## src/rtl/ghost_pkg.sv

```systemverilog
// Shared ghost definitions: direction encoding, keycodes and small helpers.
package ghost_pkg;

  typedef enum logic [1:0] {
    LEFT  = 2'd0,
    RIGHT = 2'd1,
    DOWN  = 2'd2,
    UP    = 2'd3
  } dir_t;

  typedef enum logic [1:0] {
    StIdle = 2'd0,
    StPick = 2'd1,
    StHold = 2'd2
  } gen_state_t;

  localparam logic [7:0] KEY_LEFT  = 8'h1A;
  localparam logic [7:0] KEY_RIGHT = 8'h04;
  localparam logic [7:0] KEY_DOWN  = 8'h07;
  localparam logic [7:0] KEY_UP    = 8'h16;
  localparam logic [7:0] KEY_NONE  = 8'h00;

  // Galois feedback mask for the 16-bit direction LFSR
  localparam logic [15:0] LFSR_TAPS = 16'hB400;

  function automatic logic [7:0] dir2key(dir_t d);
    logic [7:0] key;
    case (d)
      LEFT:    key = KEY_LEFT;
      RIGHT:   key = KEY_RIGHT;
      DOWN:    key = KEY_DOWN;
      UP:      key = KEY_UP;
      default: key = KEY_NONE;
    endcase
    return key;
  endfunction

  // Opposite direction: encodings pair up as LEFT/RIGHT and DOWN/UP
  function automatic dir_t rev(dir_t d);
    return dir_t'(d ^ 2'b01);
  endfunction

endpackage

```

## src/rtl/ghost_lfsr16.sv

```systemverilog
// Free-running 16-bit Galois LFSR with a guard that recovers from the all-zero state.
module ghost_lfsr16 import ghost_pkg::*; #(
  parameter logic [15:0] SEED = 16'hACE1
) (
  input  logic        frame_clk,
  input  logic        Reset,
  output logic [15:0] state
);

  logic [15:0] lfsr_q;
  logic [15:0] lfsr_d;

  // Next value: one Galois shift, or reload SEED if the register ever reads zero
  always_comb begin
    lfsr_d = lfsr_q >> 1;
    if (lfsr_q == 16'h0000) begin
      lfsr_d = SEED;
    end else if (lfsr_q[0]) begin
      lfsr_d = (lfsr_q >> 1) ^ LFSR_TAPS;
    end
  end

  // LFSR register, loaded with SEED on reset
  always_ff @(posedge frame_clk or posedge Reset) begin
    if (Reset) begin
      lfsr_q <= SEED;
    end else begin
      lfsr_q <= lfsr_d;
    end
  end

  assign state = lfsr_q;

endmodule

```

## src/rtl/ghost_dir_gen.sv

```systemverilog
// Autonomous ghost direction source: screens LFSR candidates against walls and the
// no-reverse rule, then holds each chosen direction for a pseudo-random number of frames.
module ghost_dir_gen import ghost_pkg::*; #(
  parameter logic [15:0] SEED      = 16'hACE1,
  parameter logic [5:0]  HOLD_MIN  = 6'd16,
  parameter logic [5:0]  HOLD_MASK = 6'h3F
) (
  input  logic       frame_clk,
  input  logic       Reset,
  input  logic       pause,
  input  logic [4:0] mapL,
  input  logic [4:0] mapR,
  input  logic [4:0] mapB,
  input  logic [4:0] mapT,
  output logic [7:0] randomkeycode,
  output logic       new_dir
);

  logic [15:0] lfsr;
  logic        lfsr_unused;

  gen_state_t  state_q, state_d;
  dir_t        dir_q, dir_d;
  logic [1:0]  cand_q, cand_d;
  logic        have_dir_q, have_dir_d;
  logic [6:0]  hold_cnt_q, hold_cnt_d;
  logic [1:0]  attempt_q, attempt_d;
  logic [7:0]  key_q, key_d;
  logic        new_dir_q, new_dir_d;

  logic [3:0]  wall;
  logic [1:0]  cand_raw;
  dir_t        cand;
  dir_t        rev_dir;
  logic        cand_ok;
  logic        rev_ok;
  logic        accept;
  dir_t        accept_dir;
  logic [6:0]  hold_load;

  ghost_lfsr16 #(
    .SEED (SEED)
  ) u_lfsr (
    .frame_clk (frame_clk),
    .Reset     (Reset),
    .state     (lfsr)
  );

  // Only the candidate and hold-length bits of the LFSR are consumed
  assign lfsr_unused = ^{lfsr[15:14], lfsr[7:2]};

  // Wall flags indexed by direction encoding
  assign wall = {|mapT, |mapB, |mapR, |mapL};

  // First attempt draws from the LFSR; later attempts rotate through the remaining directions
  assign cand_raw  = (attempt_q == 2'd0) ? lfsr[1:0] : cand_q + 2'd1;
  assign cand      = dir_t'(cand_raw);
  assign rev_dir   = rev(dir_q);
  assign cand_ok   = !wall[cand] && (!have_dir_q || (cand != rev_dir));
  assign rev_ok    = have_dir_q && !wall[rev_dir];
  assign hold_load = {1'b0, HOLD_MIN} + {1'b0, lfsr[13:8] & HOLD_MASK};

  // Accept decision for the PICK state: screened candidate, else reverse after the last reject
  always_comb begin
    accept     = 1'b0;
    accept_dir = cand;
    if (cand_ok) begin
      accept = 1'b1;
    end else if ((attempt_q == 2'd3) && rev_ok) begin
      accept     = 1'b1;
      accept_dir = rev_dir;
    end
  end

  // State register
  always_ff @(posedge frame_clk or posedge Reset) begin
    if (Reset) begin
      state_q <= StIdle;
    end else begin
      state_q <= state_d;
    end
  end

  // Next-state logic; pause overrides every transition
  always_comb begin
    state_d = state_q;
    if (pause) begin
      state_d = StIdle;
    end else begin
      case (state_q)
        StIdle: state_d = StPick;
        StPick: begin
          // Either an accept or the final reject ends the search
          if (accept || (attempt_q == 2'd3)) begin
            state_d = StHold;
          end
        end
        StHold: begin
          if (wall[dir_q] || (hold_cnt_q == 7'd1)) begin
            state_d = StPick;
          end
        end
        default: state_d = StIdle;
      endcase
    end
  end

  // Output and datapath next values: keycode, direction, hold counter, attempt counter
  always_comb begin
    dir_d      = dir_q;
    cand_d     = cand_q;
    have_dir_d = have_dir_q;
    hold_cnt_d = hold_cnt_q;
    attempt_d  = attempt_q;
    key_d      = key_q;
    new_dir_d  = 1'b0;
    if (pause) begin
      key_d      = KEY_NONE;
      have_dir_d = 1'b0;
      hold_cnt_d = '0;
      attempt_d  = '0;
    end else begin
      case (state_q)
        StIdle: begin
          key_d      = KEY_NONE;
          have_dir_d = 1'b0;
        end
        StPick: begin
          if (accept) begin
            dir_d      = accept_dir;
            key_d      = dir2key(accept_dir);
            have_dir_d = 1'b1;
            new_dir_d  = (dir2key(accept_dir) != key_q);
            hold_cnt_d = hold_load;
            attempt_d  = '0;
          end else if (attempt_q == 2'd3) begin
            // No usable exit: keep the current command and retry after a minimum hold
            hold_cnt_d = {1'b0, HOLD_MIN};
            attempt_d  = '0;
          end else begin
            attempt_d = attempt_q + 2'd1;
            cand_d    = cand_raw;
          end
        end
        StHold: begin
          if (hold_cnt_q != 7'd0) begin
            hold_cnt_d = hold_cnt_q - 7'd1;
          end
        end
        default: begin
          key_d = KEY_NONE;
        end
      endcase
    end
  end

  // Datapath registers
  always_ff @(posedge frame_clk or posedge Reset) begin
    if (Reset) begin
      dir_q      <= LEFT;
      cand_q     <= 2'd0;
      have_dir_q <= 1'b0;
      hold_cnt_q <= '0;
      attempt_q  <= '0;
      key_q      <= KEY_NONE;
      new_dir_q  <= 1'b0;
    end else begin
      dir_q      <= dir_d;
      cand_q     <= cand_d;
      have_dir_q <= have_dir_d;
      hold_cnt_q <= hold_cnt_d;
      attempt_q  <= attempt_d;
      key_q      <= key_d;
      new_dir_q  <= new_dir_d;
    end
  end

  assign randomkeycode = key_q;
  assign new_dir       = new_dir_q;

endmodule

```

## config.mk

```make
export PLATFORM = sky130hd
export DESIGN_NAME = ghost_dir_gen
export DESIGN_NICKNAME = d
export VERILOG_FILES = /design/src/rtl/ghost_pkg.sv /design/src/rtl/ghost_lfsr16.sv /design/src/rtl/ghost_dir_gen.sv
export SDC_FILE = /design/constraint.sdc
export NUM_CORES = 1
export LEC_CHECK = 0
export BUFFER_PORTS_ARGS = -buffer_cell sky130_fd_sc_hd__buf_2
export CAP_MARGIN = 5
export CORE_ASPECT_RATIO = 1.4
export CORE_MARGIN = 2
export CORE_UTILIZATION = 60
export DETAILED_ROUTE_END_ITERATION = 8
export HOLD_SLACK_MARGIN = 0.02
export PLACE_DENSITY = 0.92
export SLEW_MARGIN = 10
export SYNTH_ARGS = -nofsm -noshare
export SYNTH_HDL_FRONTEND = slang
export SYNTH_SLANG_ARGS = --single-unit
```

## constraint.sdc

```tcl
create_clock -name frame_clk -period 8.45 [get_ports frame_clk]
set_input_delay 1.69 -clock frame_clk [delete_from_list [all_inputs] [get_ports frame_clk]]
set_output_delay 1.69 -clock frame_clk [all_outputs]
set_load 0.01 [all_outputs]
```

# --- After elaboration in Yosys (flattened, before gate mapping) ---
# Index checks and enable logic that the tools add are counted.
op_classes:
  addsub: 4
  mul: 0
  n_div: 0
  n_lt_le_gt_ge: 3
  n_eq_ne: 15
  n_shift: 0
  mux: 38
  n_bitwise: 5
  n_reduce_logical: 27
ops:
  columns: ["cell", "n"]
  rows:
  - ["16-bit 2-to-1 mux", 2]
  - ["8-bit 2-to-1 mux", 4]
  - ["8-bit case mux with 4 select lines", 1]
  - ["7-bit 2-to-1 mux", 4]
  - ["2-bit 2-to-1 mux", 10]
  - ["5-bit OR reduction", 4]
  - ["16-bit logical NOT", 1]
  - ["8-bit case mux with 2 select lines", 1]
  - ["7-bit case mux with 2 select lines", 1]
  - ["3-bit inequality test, second input constant", 4]
  - ["1-bit 2-to-1 mux", 10]
  - ["2-bit by 3-bit less-than comparator with 1-bit output, second input constant", 3]
  - ["2-bit equality test, second input constant", 4]
  - ["8-bit inequality test", 1]
  - ["5-bit by 6-bit adder with 7-bit output, first input constant", 1]
  - ["7-bit by 1-bit equality test with 1-bit output, second input constant", 1]
  - ["7-bit nonzero test", 1]
  - ["7-bit by 1-bit subtractor with 7-bit output, second input constant", 1]
  - ["1-bit binary-select mux with 2-bit select", 3]
  - ["2-bit logical NOT", 3]
  - ["2-bit case mux with 3 select lines", 1]
  - ["2-bit AND reduction", 3]
  - ["3-bit AND reduction", 2]
  - ["3-bit nonzero test", 2]
  - ["13 further kinds", 24]
word_totals:
  register_bits: 41
  latch_bits: 0
  ramBits: 0
  mem_bits_ro: 0
  input_bits: 23
  out_inout_bits: 9
  elab_cells: 101
  n_memories: 0

# --- Depth between registers and ports, before layout ---
depth:
  ltp_word: 17
  depth_mapped: 12
  ltp_nobuf: 11

# --- Cells and area by module ---
# From an unflattened synthesis, not the netlist that was laid out.
hier_totals:
  cells_unflattened: 243
  area_unflattened_um2: 2392.3
by_module_without_submodules:
  columns: ["mod", "n_inst", "cells_each", "area_each_um2", "seq_area_each_um2"]
  rows:
  - ["ghost_dir_gen", 1, 194, 1719.1, 550.5]
  - ["ghost_lfsr16", 1, 49, 673.1, 410.4]

# --- Least setup slack after synthesis ---
# Ideal clock, no wire load.
synth_path:
  kind: "input port to flip-flop"
  startpoint: "input port mapB[0]"
  endpoint: "register new_dir_q, in the netlist new_dir"
  setup_ns: 0.088
  arrival_time_ns: 4.006
  t_required_ns: 8.362
  setup_slack_ns: 4.356
  cell_stages: 9
  path_buffers: 0
  cell_sequence: "or4_4 nor2_1 a21oi_1 or3_1 a21oi_2 mux2_2 ha_1 xor2_1 a41oi_1"
synth_between:
  elab_chain_cells: 17
  elab_cells_between_ends: 26
  cone_classes: "eq/ne (4); mux (15); reduce/logical (7)"
synth_rtl:
  columns: ["element", "line_no", "source"]
  rows:
  - ["from (decl)", "ghost_dir_gen.sv:13", "input logic [4:0] mapB,"]
  - ["5-bit OR reduction (*)", "ghost_dir_gen.sv:53", "assign wall = {|mapT, |mapB, |mapR, |mapL};"]
  - ["1-bit binary-select mux with 2-bit select", "ghost_dir_gen.sv:60", "assign rev_ok = have_dir_q && !wall[rev_dir];"]
  - ["1-bit 2-to-1 mux (not written as such)", "ghost_dir_gen.sv:60", null]
  - ["1-bit logical NOT", "ghost_dir_gen.sv:60", null]
  - ["1-bit logical AND", "ghost_dir_gen.sv:60", null]
  - ["1-bit logical AND", "ghost_dir_gen.sv:69", "end else if ((attempt_q == 2'd3) && rev_ok) begin"]
  - ["2-bit 2-to-1 mux", "ghost_dir_gen.sv:69", null]
  - ["2-bit 2-to-1 mux", "ghost_dir_gen.sv:67", "if (cand_ok) begin"]
  - ["[... 2 more ...]", null, null]
  - ["8-bit 2-to-1 mux", "ghost_dir_gen.sv:129", "if (accept) begin"]
  - ["8-bit 2-to-1 mux", "ghost_dir_gen.sv:123", "case (state_q)"]
  - ["8-bit 2-to-1 mux", "ghost_dir_gen.sv:117", "if (pause) begin"]
  - ["8-bit inequality test", "ghost_dir_gen.sv:133", "new_dir_d = (dir2key(accept_dir) != key_q);"]
  - ["1-bit 2-to-1 mux (*)", "ghost_dir_gen.sv:129", null]
  - ["1-bit 2-to-1 mux (*)", "ghost_dir_gen.sv:123", null]
  - ["1-bit 2-to-1 mux (*)", "ghost_dir_gen.sv:117", null]
  - ["named net new_dir_d", "ghost_dir_gen.sv:29", "logic new_dir_q, new_dir_d;"]
  - ["to (signal assigned)", "ghost_dir_gen.sv:174", "new_dir_q <= new_dir_d;"]
  - ["to (decl)", "ghost_dir_gen.sv:29", null]
# Mark *: on every way through the listed nets, which the timed path passes. The rest lies on a longest branch. The select of a mux whose other input is x is not followed.
# A chain may end at the register's enable or synchronous reset.

# --- Worst setup path in the final report ---
# Same ends and word-level chain as after synthesis.

==> flow_results.xml <==
<?xml version="1.0" encoding="UTF-8"?>
<metrics>
  <group name="outcome">
    <metric name="status" unit="">completed</metric>
  </group>
  <group name="yosys">
    <metric name="syn_inst" unit="">226</metric>
    <metric name="yosys.area.top_type" unit="">sky130_fd_sc_hd__dfrtp_1</metric>
    <metric name="synth_enable_flop_cells" unit="">0</metric>
    <metric name="synth_seq_area_share" unit="%">41.8</metric>
    <metric name="yosys_register_bits" unit="">38</metric>
    <metric name="synth.avg_cell_area" unit="um2">10.2</metric>
    <metric name="synth-main-ff-cell" unit="">sky130_fd_sc_hd__dfrtp_1</metric>
    <metric name="yosys_warnings" unit="">0</metric>
    <metric name="synthDistinctLibCells" unit="">62</metric>
    <metric name="synthTopCellsByArea" unit="">sky130_fd_sc_hd__dfrtp_1, sky130_fd_sc_hd__dfstp_2, sky130_fd_sc_hd__ha_1</metric>
    <metric name="post-synth-top-area-fraction" unit="%">32.7</metric>
    <metric name="async_flop_share" unit="%">100</metric>
    <metric name="mappedNetlistArea" unit="um2">2300</metric>
  </group>
  <group name="flow_run">
    <metric name="cap_violations" unit="">0</metric>
  </group>
  <group name="critical_path">
    <metric name="cp_slowest_cell" unit="">sky130_fd_sc_hd__or4_4</metric>
    <metric name="worstPathRequired" unit="ns">8.66</metric>
    <metric name="critical_path.max_fanout" unit="">4</metric>
    <metric name="cp-start-kind" unit="">primary input</metric>
    <metric name="worst_ep_arrival_time" unit="ns">4.34</metric>
    <metric name="crit_path_max_incr_delay" unit="ns">0.53</metric>
    <metric name="crit_path_end_kind" unit="">flip-flop</metric>
    <metric name="critical_path.cell_chain" unit="">buf_2 -&gt; or4_4 -&gt; nor2_1 -&gt; a21oi_1 -&gt; or3_1 -&gt; a21oi_2 -&gt; mux2_2 -&gt; ha_1 -&gt; xor2_1 -&gt; a41oi_1</metric>
    <metric name="setup.worst_path.class" unit="">primary input to flip-flop</metric>
  </group>
  <group name="clocking">
    <metric name="clockRootBuffer" unit="">sky130_fd_sc_hd__clkbuf_8</metric>
    <metric name="clockBufferDepth" unit="">2</metric>
    <metric name="hold_buffers" unit="">0</metric>
    <metric name="cts-htree-levels" unit="">2</metric>
    <metric name="later_pin_clock_latency_in_the_skew_report" unit="ns">0.29</metric>
    <metric name="cts-resized-gates" unit="">0</metric>
    <metric name="cts_num_sinks" unit="">38</metric>
    <metric name="cts.repair_timing.setup_buffer_count" unit="">0</metric>
    <metric name="path_clk_slew" unit="ns">0.08</metric>
    <metric name="cts_tree" unit="">yes</metric>
    <metric name="cts_inserted_buffers" unit="">5</metric>
  </group>
  <group name="route">
    <metric name="detail_route.wirelength" unit="mm">4.74</metric>
    <metric name="routedWlPerCell" unit="um">16.4</metric>
    <metric name="drt-vias-per-instance" unit="">6.12</metric>
    <metric name="drt_iter0_markers" unit="">59</metric>
    <metric name="routed-via-count" unit="">1775</metric>
    <metric name="drtPass1Iterations" unit="">4</metric>
    <metric name="ant_nets" unit="">0</metric>
    <metric name="post-route-drc-count" unit="">0</metric>
  </group>
  <group name="final_layout">
    <metric name="area_delta_synth_final" unit="%">8.66</metric>
    <metric name="layout.filler_cells" unit="">293</metric>
    <metric name="drive_above_1_share" unit="%">27.0</metric>
    <metric name="stdcell_count" unit="">290</metric>
    <metric name="nNetsFinal" unit="">279</metric>
    <metric name="final_antenna_diode_count" unit="">0</metric>
  </group>
  <group name="timing">
    <metric name="report.final.slew_viol_count" unit="">0</metric>
    <metric name="final_hold_viols" unit="">0</metric>
    <metric name="timing.final.setup_violations" unit="">0</metric>
    <metric name="tightestPinTransition" unit="ns">0.676</metric>
    <metric name="final_period_minus_worst_setup_slack" unit="ns">4.13</metric>
    <metric name="fmax" unit="MHz">242</metric>
    <metric name="slew-limit-headroom" unit="%">54.9</metric>
    <metric name="final_min_period_over_clock_period" unit="%">48.9</metric>
    <metric name="clock-skew-final" unit="ns">0.00767</metric>
    <metric name="fin_setup_tns" unit="ns">0</metric>
    <metric name="grt_setup_unrepaired" unit="">no</metric>
  </group>
  <group name="placed_design">
    <metric name="place.detailed.instances" unit="">282</metric>
    <metric name="portBuffers" unit="">28</metric>
    <metric name="dpl.hpwl" unit="mm">3.54</metric>
    <metric name="final_wtd_congestion" unit="">0.941</metric>
  </group>
  <group name="global_routing">
    <metric name="grt_antenna_before_repair" unit="">0</metric>
    <metric name="gr-total-overflow" unit="">0</metric>
    <metric name="pin_count_of_the_biggest_net_entering_global_routing" unit="">39</metric>
    <metric name="first_global_vias" unit="">1705</metric>
    <metric name="gr-usage-all-layers" unit="%">22.7</metric>
    <metric name="grt_first_pass_wirelength" unit="mm">7.60</metric>
  </group>
  <group name="worst_hold_path">
    <metric name="class_of_the_tightest_hold_or_removal_check" unit="">flip-flop to flip-flop</metric>
  </group>
  <group name="die">
    <metric name="initial_core_utilization" unit="%">62.5</metric>
    <metric name="floorplan.die.height" unit="um">77.2</metric>
    <metric name="die_area" unit="um2">4350</metric>
    <metric name="num_io_pins" unit="">32</metric>
    <metric name="core_footprint" unit="um2">3680</metric>
    <metric name="die_w" unit="um">56.3</metric>
    <metric name="placement_rows" unit="">26</metric>
  </group>
  <group name="pwr">
    <metric name="worst_ir_drop_vdd" unit="V">0.000180</metric>
    <metric name="power.leakage" unit="uW">0.00108</metric>
    <metric name="pwr_density_cell" unit="nW/um2">212</metric>
  </group>
</metrics>
-- state kept, by name, indices dropped and copies added (netlist names), 2 cells and up --
name	flops
dir_q	2
state_q	2
attempt_q	2
hold_cnt_q	7
randomkeycode	5
u_lfsr.state	16
cand_q	2
-- area by class of cell --
| class | instances | area [um2] | share of cell area (%) |
|---|---|---|---|
| Clock buffer | 6 | 82.6 | 3.31 |
| Clock inverter | 2 | 12.5 | 0.501 |
| Inverter | 10 | 37.5 | 1.50 |
| Multi-Input combinational cell | 163 | 1200 | 48.2 |
| Sequential cell | 38 | 961 | 38.5 |
| Tap cell | 42 | 52.6 | 2.10 |
| Timing Repair Buffer | 29 | 148 | 5.91 |
-- kinds of logic after synthesis --
logic type,synth area share [%]
AOI/OAI and AO/OA,18.5
muxes,7.51
and+or+nand+nor,18.7
other,0.163
DFF,41.8
adders and majority gates,4.90
xor gates and xnor gates,2.29
buffers and inverters,6.15
-- synth_stat cells, types with 2 or more instances --
cell and n:
sky130_fd_sc_hd__dfrtp_1 30, sky130_fd_sc_hd__nor2_1 16, sky130_fd_sc_hd__nand2_1 14, sky130_fd_sc_hd__a21oi_1 12
sky130_fd_sc_hd__inv_1 10, sky130_fd_sc_hd__ha_1 9, sky130_fd_sc_hd__dfstp_2 8, sky130_fd_sc_hd__nand2b_1 8
sky130_fd_sc_hd__clkbuf_1 7, sky130_fd_sc_hd__buf_4 6, sky130_fd_sc_hd__mux2i_1 6, sky130_fd_sc_hd__nor3_1 6
sky130_fd_sc_hd__o21ai_0 6, sky130_fd_sc_hd__o2bb2ai_1 6, sky130_fd_sc_hd__a31oi_1 4, sky130_fd_sc_hd__mux2_2 4
sky130_fd_sc_hd__nor4_1 4, sky130_fd_sc_hd__mux4_2 3, sky130_fd_sc_hd__nand3_1 3, sky130_fd_sc_hd__nor2b_1 3
sky130_fd_sc_hd__or4_4 3, sky130_fd_sc_hd__xnor2_1 3, sky130_fd_sc_hd__xor2_1 3, sky130_fd_sc_hd__a211oi_1 2
sky130_fd_sc_hd__a21oi_2 2, sky130_fd_sc_hd__a22o_1 2, sky130_fd_sc_hd__and2_1 2, sky130_fd_sc_hd__and3_1 2
sky130_fd_sc_hd__buf_6 2, sky130_fd_sc_hd__nand4_1 2, sky130_fd_sc_hd__nor3b_1 2, sky130_fd_sc_hd__o211ai_1 2
sky130_fd_sc_hd__o21ai_2 2, sky130_fd_sc_hd__or2_0 2, sky130_fd_sc_hd__or2_1 2, sky130_fd_sc_hd__or3_1 2
-- layer usage --
metal	wire, um	track usage, %	vias up	share of wire (%)
li1	-	-	851	-
met1	1920	26.5	850	40
met2	2470	38.9	60	52
met3	203	4.22	14	4.3
met4	149	11.7	0	3.1
met5	0	0	-	0
-- worst max-delay path: cells and delay by family --
kind | cells | cell delay (ns)
AO/OA/AOI/OAI | 3 | 0.58
AND/OR/NAND/NOR | 3 | 1.07
multiplexers | 1 | 0.39
adder cells (fa/ha/maj) | 1 | 0.33
buffers and inverters | 1 | 0.10
XOR/XNOR | 1 | 0.17
-- power breakdown --
| part | switching (uW) | leakage (uW) | internal [uW] |
|---|---|---|---|
| Clock | 64.6 | 0.0000472 | 65.6 |
| Combinational | 97.5 | 0.000572 | 74.3 |
| Sequential | 27.6 | 0.000462 | 200 |
-- cell usage in the layout (no fill, tap or decap), types with 3 or more instances in the layout --
master,count
sky130_fd_sc_hd__dfrtp_1,30
sky130_fd_sc_hd__buf_2,28
sky130_fd_sc_hd__nor2_1,16
sky130_fd_sc_hd__nand2_1,14
sky130_fd_sc_hd__a21oi_1,12
sky130_fd_sc_hd__inv_1,10
sky130_fd_sc_hd__ha_1,9
sky130_fd_sc_hd__nand2b_1,8
sky130_fd_sc_hd__dfstp_2,8
sky130_fd_sc_hd__nor3_1,6
sky130_fd_sc_hd__o21ai_0,6
sky130_fd_sc_hd__mux2i_1,6
sky130_fd_sc_hd__o2bb2ai_1,6
sky130_fd_sc_hd__clkbuf_8,6
sky130_fd_sc_hd__nor4_1,4
sky130_fd_sc_hd__mux2_2,4
sky130_fd_sc_hd__a31oi_1,4
sky130_fd_sc_hd__nor2b_1,3
sky130_fd_sc_hd__or4_4,3
sky130_fd_sc_hd__mux4_2,3
sky130_fd_sc_hd__xnor2_1,3
sky130_fd_sc_hd__nand3_1,3
sky130_fd_sc_hd__xor2_1,3
sky130_fd_sc_hd__conb_1,3
-- metrics by stage --
step	setup slack [ns]	area, um2	power, uW	utilization, %	hold WS, ns
2_1_floorplan	4.36	2310	370	-	0.429
3_3_place_gp	4.14	2400	391	65.4	0.359
3_5_place_dp	4.02	2400	400	65.4	0.368
4_1_cts	4.33	2500	531	67.9	0.384
5_1_grt	4.23	2500	563	67.9	0.395
6_report	4.32	2500	529	67.9	0.385
-- final timing paths --
check / startpoint / endpoint / slack, ns / cells after the start
hold reg to reg: u_lfsr.state[4] / u_lfsr.state[3] / 0.38 / 0
min in group asynchronous: Reset / cand_q[1] / 1.51 / 3
setup reg to reg: attempt_q[0] / new_dir / 5.13 / 10
setup / recovery: mapB[0] / new_dir / 4.32 / 10
hold / removal: u_lfsr.state[4] / u_lfsr.state[3] / 0.38 / 0
max in group asynchronous: Reset / u_lfsr.state[5] / 6.59 / 3
Power figures use the tool's default switching activity.
